**config.mk**
```make
export PLATFORM = sky130hd
export DESIGN_NAME = count_watch
export DESIGN_NICKNAME = d
export VERILOG_FILES = /design/src/rtl/count_pkg.sv /design/src/rtl/sat_counter.sv /design/src/rtl/count_watch.sv
export SDC_FILE = /design/constraint.sdc
export NUM_CORES = 1
export LEC_CHECK = 0
export ABC_AREA = 1
export BUFFER_PORTS_ARGS = -buffer_cell sky130_fd_sc_hd__buf_2
export CAP_MARGIN = 20
export CORE_UTILIZATION = 53
export CTS_BUF_LIST = sky130_fd_sc_hd__clkbuf_16
export CTS_CLUSTER_SIZE = 40
export DETAILED_ROUTE_END_ITERATION = 8
export HOLD_SLACK_MARGIN = 0.08
export MAX_ROUTING_LAYER = met4
export PLACE_DENSITY = 0.78
export SYNTH_ARGS = -nofsm -noshare
export SYNTH_HDL_FRONTEND = slang
export SYNTH_SLANG_ARGS = --single-unit
```
**constraint.sdc**
```tcl
create_clock -name clk -period 1.6 [get_ports clk]
set_clock_uncertainty 0.15 [all_clocks]
set_input_delay 0.24 -clock clk [delete_from_list [all_inputs] [get_ports clk]]
set_output_delay 0.24 -clock clk [all_outputs]
set_load 0.005 [all_outputs]
```
**src/rtl/count_pkg.sv**
```systemverilog
`default_nettype none
`timescale 1ns/1ps
// ============================================================================
//  Module   : count_pkg
//  Purpose  : Shared constants and the watcher state encoding for the
//             count_watch block.
//  Contents : CNT_W   - width of the upstream mod-16 counter value
//             CNT_MAX - last value before the counter wraps to zero
//             state_t - watcher FSM states (IDLE, ARMED, HIT)
//  Revision : 1.0 - initial release
// ============================================================================
package count_pkg;

    localparam int              CNT_W   = 4;
    localparam logic [CNT_W-1:0] CNT_MAX = 4'd15;

    typedef enum logic [1:0] {
        IDLE  = 2'd0,
        ARMED = 2'd1,
        HIT   = 2'd2
    } state_t;

endpackage : count_pkg
`default_nettype wire

```
**src/rtl/sat_counter.sv**
```systemverilog
`default_nettype none
`timescale 1ns/1ps
// ============================================================================
//  Module   : sat_counter
//  Purpose  : Up-counter that sticks at its all-ones value instead of
//             rolling over. A clear wins over an increment in the same cycle.
//  Ports    : clk     - clock, rising edge
//             reset_n - asynchronous active-low reset
//             inc     - count up by one this cycle (ignored at saturation)
//             clr     - zero the counter next cycle (priority over inc)
//             value   - current count, straight from the register
//  Revision : 1.0 - initial release
// ============================================================================
module sat_counter #(
    parameter int W = 8
) (
    input  logic         clk,
    input  logic         reset_n,
    input  logic         inc,
    input  logic         clr,
    output logic [W-1:0] value
);

    always_ff @(posedge clk or negedge reset_n) begin
        if (!reset_n) begin
            value <= '0;
        end else if (clr) begin
            value <= '0;
        end else if (inc && (value != {W{1'b1}})) begin
            value <= value + W'(1);
        end
    end

endmodule : sat_counter
`default_nettype wire

```
**src/rtl/count_watch.sv**
```systemverilog
`default_nettype none
`timescale 1ns/1ps
// ============================================================================
//  Module   : count_watch
//  Purpose  : Monitors the sample stream of an upstream 4-bit mod-16
//             counter. Watches for an armed target value (hit handshake),
//             counts 15->0 wrap-arounds and flags out-of-sequence samples.
//  Ports    : clk       - clock, rising edge
//             reset_n   - asynchronous active-low reset
//             cnt_in    - counter sample
//             cnt_valid - cnt_in is a new sample this cycle
//             cnt_load  - upstream counter was loaded/zeroed for this sample
//             target    - match value, captured when arm is accepted
//             arm       - start watching for target (accepted only in IDLE)
//             ack       - acknowledge a pending hit
//             clr       - clear wraps and err_skip
//             hit       - target seen; held until ack
//             busy      - watcher is ARMED or HIT
//             wraps     - saturating count of 15->0 wraps
//             err_skip  - sticky: a sample was not predecessor+1 mod 16
//  Revision : 1.0 - initial release
// ============================================================================
module count_watch
    import count_pkg::*;
#(
    parameter int WRAP_W = 8
) (
    input  logic              clk,
    input  logic              reset_n,
    input  logic [CNT_W-1:0]  cnt_in,
    input  logic              cnt_valid,
    input  logic              cnt_load,
    input  logic [CNT_W-1:0]  target,
    input  logic              arm,
    input  logic              ack,
    input  logic              clr,
    output logic              hit,
    output logic              busy,
    output logic [WRAP_W-1:0] wraps,
    output logic              err_skip
);

    state_t           r_state;
    logic [CNT_W-1:0] r_tgt_q;
    logic [CNT_W-1:0] r_prev_q;
    logic             r_prev_v;

    logic             w_seq_chk;
    logic [CNT_W-1:0] w_prev_inc;
    logic             w_wrap;
    logic             w_skip;

    // Sequence checks only apply when there is a trusted predecessor and the
    // upstream counter was not just reloaded.
    assign w_seq_chk  = cnt_valid & r_prev_v & ~cnt_load;
    assign w_prev_inc = r_prev_q + CNT_W'(1);   // natural mod-16 wrap
    assign w_wrap     = w_seq_chk & (r_prev_q == CNT_MAX) & (cnt_in == '0);
    assign w_skip     = w_seq_chk & (cnt_in != w_prev_inc);

    // ------------------------------------------------------------------
    // Watcher FSM. hit/busy are registered alongside the state so they
    // always equal the decode of the state they accompany.
    // ------------------------------------------------------------------
    always_ff @(posedge clk or negedge reset_n) begin
        if (!reset_n) begin
            r_state <= IDLE;
            r_tgt_q <= '0;
            hit     <= 1'b0;
            busy    <= 1'b0;
        end else begin
            case (r_state)
                IDLE: begin
                    // A sample in the arm cycle is never compared: the
                    // comparison only happens from ARMED onward.
                    if (arm) begin
                        r_tgt_q <= target;
                        r_state <= ARMED;
                        busy    <= 1'b1;
                        hit     <= 1'b0;
                    end
                end
                ARMED: begin
                    if (cnt_valid && (cnt_in == r_tgt_q)) begin
                        r_state <= HIT;
                        hit     <= 1'b1;
                        busy    <= 1'b1;
                    end
                end
                HIT: begin
                    // An arm arriving with ack is dropped, not queued.
                    if (ack) begin
                        r_state <= IDLE;
                        hit     <= 1'b0;
                        busy    <= 1'b0;
                    end
                end
                default: begin
                    r_state <= IDLE;
                    hit     <= 1'b0;
                    busy    <= 1'b0;
                end
            endcase
        end
    end

    // ------------------------------------------------------------------
    // Predecessor tracking and sticky skip flag
    // ------------------------------------------------------------------
    always_ff @(posedge clk or negedge reset_n) begin
        if (!reset_n) begin
            r_prev_q <= '0;
            r_prev_v <= 1'b0;
        end else if (cnt_valid) begin
            r_prev_q <= cnt_in;
            r_prev_v <= 1'b1;
        end
    end

    always_ff @(posedge clk or negedge reset_n) begin
        if (!reset_n) begin
            err_skip <= 1'b0;
        end else if (clr) begin
            err_skip <= 1'b0;
        end else if (w_skip) begin
            err_skip <= 1'b1;
        end
    end

    sat_counter #(
        .W (WRAP_W)
    ) u_wrap_cnt (
        .clk     (clk),
        .reset_n (reset_n),
        .inc     (w_wrap),
        .clr     (clr),
        .value   (wraps)
    );

endmodule : count_watch
`default_nettype wire

```
==> results.ini <==
[critical_path]
r2r.worst_path.cells = 8
timing.critical_path.max_delay_family = simple AND/OR/NAND/NOR gates
critical_path_cell_count = 8
cpPeakStageDelay_ns = 0.39
worstSetupStartpointType = flop
path_cells = ha_2 -> nand3_2 -> nor3_4 -> buf_6 -> nand2_8 -> nand2_4 -> nand2_2 -> nand2_2
path_common_cell = nand2_2
kind_of_capture_point_of_the_worst_setup_path = flop
critical-path-slowest-cell = dfrtp_1
crit_path_max_fanout = 5
worst_ep_arrival_time_ns = 1.65
required_ns = 1.65
cp_num_buf_inv = 1
crit_type = reg2reg

[clocking]
buffer_levels_on_the_longest_clock_path = 2
tritoncts = built
clock_tree.htree_level_count = 1
worst_setup_hold_path_clk_slew_ns = 0.06
clock-sinks = 22
worstSkewPairLatency_ns = 0.25
cts_root_buffer = clkbuf_16
cts-buffers-inserted = 3

[placement]
dpl.hpwl_um = 1870
buffer_ports.inserted = 25
routability_congestion_estimate = 0.862
placement.cell_area_um2 = 1420
dp_slack_ns = 0.0452

[route]
finalWirelength_um = 3150
vias_per_cell = 5.34
wl_per_cell_um = 13.7
ant_nets = 0
drt_pre_antenna_iters = 4
vias = 1229
drc_errors = 0
drt_first_iter_violations = 26

[job]
drv.max_cap_violation_count = 0

[timing]
fin_crit_sh = 1.00
final_max_slew_viol_count = 0
layout_setup_ws_ns = 0.0000379
worst_slew_pin_slew_ns = 0.499
timing.final.setup_violations = 0
hold_viol = 0
final_period_minus_worst_setup_slack_ns = 1.60
grt_setup_unrepaired = true
timing.fmax_ghz = 0.625
max_slew_headroom_at_the_worst_pin = 0.667
hold-worst-slack_ns = 0.0964

[logic_synthesis]
syn-instance-count = 160
postSynth.asyncResetShare = 1.00
register_bit_count_reported_by_yosys = 22
seq_area_frac_synth = 0.439
ys_warn_count = 0
prevailing_post_synth_register_cell = dfrtp_1
postSynthNetCount = 177
synth.top_cells.by_area = dfrtp_1 (44%), nand2_1 (15%), nand3_1 (6.4%)
post_synth_num_cell_types = 22
syn_area_per_cell_um2 = 7.84
post_synth_top_area_share = 0.439
synth.cell_area_um2 = 1250
post_synth_top_area_cell = dfrtp_1
number_of_flops_mapped_to_enable_cells_by_yosys = 0

[power_and_ir_drop]
power_per_cell_area_nw_per_um2 = 1130
total_power_mw = 1.90
share_comb_of_total_power = 0.234
int_power_mw = 1.37
cellLeakagePower_nw = 0.902
pwr-share-clk = 0.371
total_switching_power_mw = 0.535
switching_share = 0.281
power_frac_seq = 0.395
irDropWorstVdd_mv = 0.969

[worst_hold_path]
worstHoldPathCells = 3
worst_hold_path_type = in2reg

[grt]
gr-usage-all-layers = 0.274
first_global_vias = 1119
grt_max_degree = 23
grt_pass1_wl_um = 4930
grt_overflow = 0
grt_antenna_before_repair = 0

[floorplanning]
core_region_area_um2 = 2210
rows = 17
die_area_um2 = 2570
die_x_um = 50.7
top_level_ports = 26
initial_core_util = 0.567
floorplan_die_height_um = 50.7

[layout]
final_nets = 220
antennaDiodeCount = 0
filler_cell_count = 158
post_route_cells_drive_above_1_share = 0.287
cell_area_after_layout_um2 = 1690
area.growth.synth_to_final_pct = 34.6
final_core_util = 0.764

[run_status]
run_status = completed

==> routing by layer <==
| metal | wire (µm) | track usage |
|---|---|---|
| met5 | 0 | - |
| met4 | 127 | 0.153 |
| met3 | 110 | 0.0424 |
| met2 | 1540 | 0.464 |
| met1 | 1380 | 0.308 |
==> tightest hold or removal path: stages <==
cell and delay, ns:
buf_2 0.08, nor2_1 0.03, a21oi_1 0.11
==> synth_stat cells, types with 2 or more instances <==
cell,count
nand4_1,4
nand3_1,16
a21oi_1,3
nor2_1,18
inv_2,2
inv_1,16
nand2_4,2
nand2_1,49
xor2_1,5
o21ai_0,8
xnor2_1,2
dfrtp_1,22
ha_1,2
mux2_2,3
==> registers in the layout (all words and copies together), names as in the netlist <==
register          cells
busy                  1
err_skip              1
hit                   1
r_prev_q              4
r_prev_v              1
r_state               2
r_tgt_q               4
u_wrap_cnt.value      8
==> repair_timing <==
item                                    4_1_cts  5_1_grt
resized for setup                             0       12
hold buffers                                  6        0
hold endpoints to repair                     27        0
setup buffers                                 0        5
endpoints found under the setup margin        0        6
==> power by group through the flow <==
stage	Clock (mW)	Sequential [mW]	Combinational, mW
detailed placement	0	0.755	0.430
CTS	0.706	0.749	0.444
global route	0.742	0.766	0.514
finish	0.705	0.752	0.445
floorplan	0	0.746	0.298
global placement	0	0.749	0.404
==> cells by family after synthesis <==
group | share of synthesized area
simple gates | 0.356
xor+xnor | 0.0489
flops | 0.439
compound gates | 0.0439
buf+inv | 0.0658
mux | 0.0269
fa+ha+maj | 0.0199
==> layout make-up <==
class / count / area, µm² / area share
timing repair buffer: 39 / 249 / 0.147
sequential: 22 / 551 / 0.326
clock inverter: 1 / 30.0 / 0.0178
tap: 28 / 35.0 / 0.0207
inverter: 18 / 67.6 / 0.0400
multi-input combinational: 119 / 682 / 0.404
clock buffer: 3 / 75.1 / 0.0444
==> path summary, 6_finish.rpt <==
path	start	endpoint	slack, ns
min in group asynchronous	reset_n	r_prev_q[2]	0.33
worst max register to register	r_prev_q[1]	u_wrap_cnt.value[4]	0.00004
worst max-delay path	r_prev_q[1]	u_wrap_cnt.value[4]	0.00004
worst min-delay path	target[1]	r_tgt_q[1]	0.1
worst min register to register	r_prev_v	r_prev_v	0.31
max in group asynchronous	reset_n	u_wrap_cnt.value[5]	0.63
==> placed cells by master (no fill, tap or decap), drive strengths merged <==
cell type / instances
ha: 2
mux2: 3
nand4: 4
xnor2: 2
buf: 33
a21oi: 3
bufinv: 1
nor2: 20
dlygate4sd3: 6
inv: 18
o21ai: 8
dfrtp: 22
nor3: 1
xor2: 5
nand2: 53
clkbuf: 3
nand3: 18
==> metrics by stage <==
step,instances,setup TNS [ns]
4_1_cts,224,0
2_1_floorplan,160,0
3_5_place_dp,214,0
3_3_place_gp,214,0
6_report,230,0
5_1_grt,230,-0.391
No activity file was read; power rests on OpenSTA's default activity.
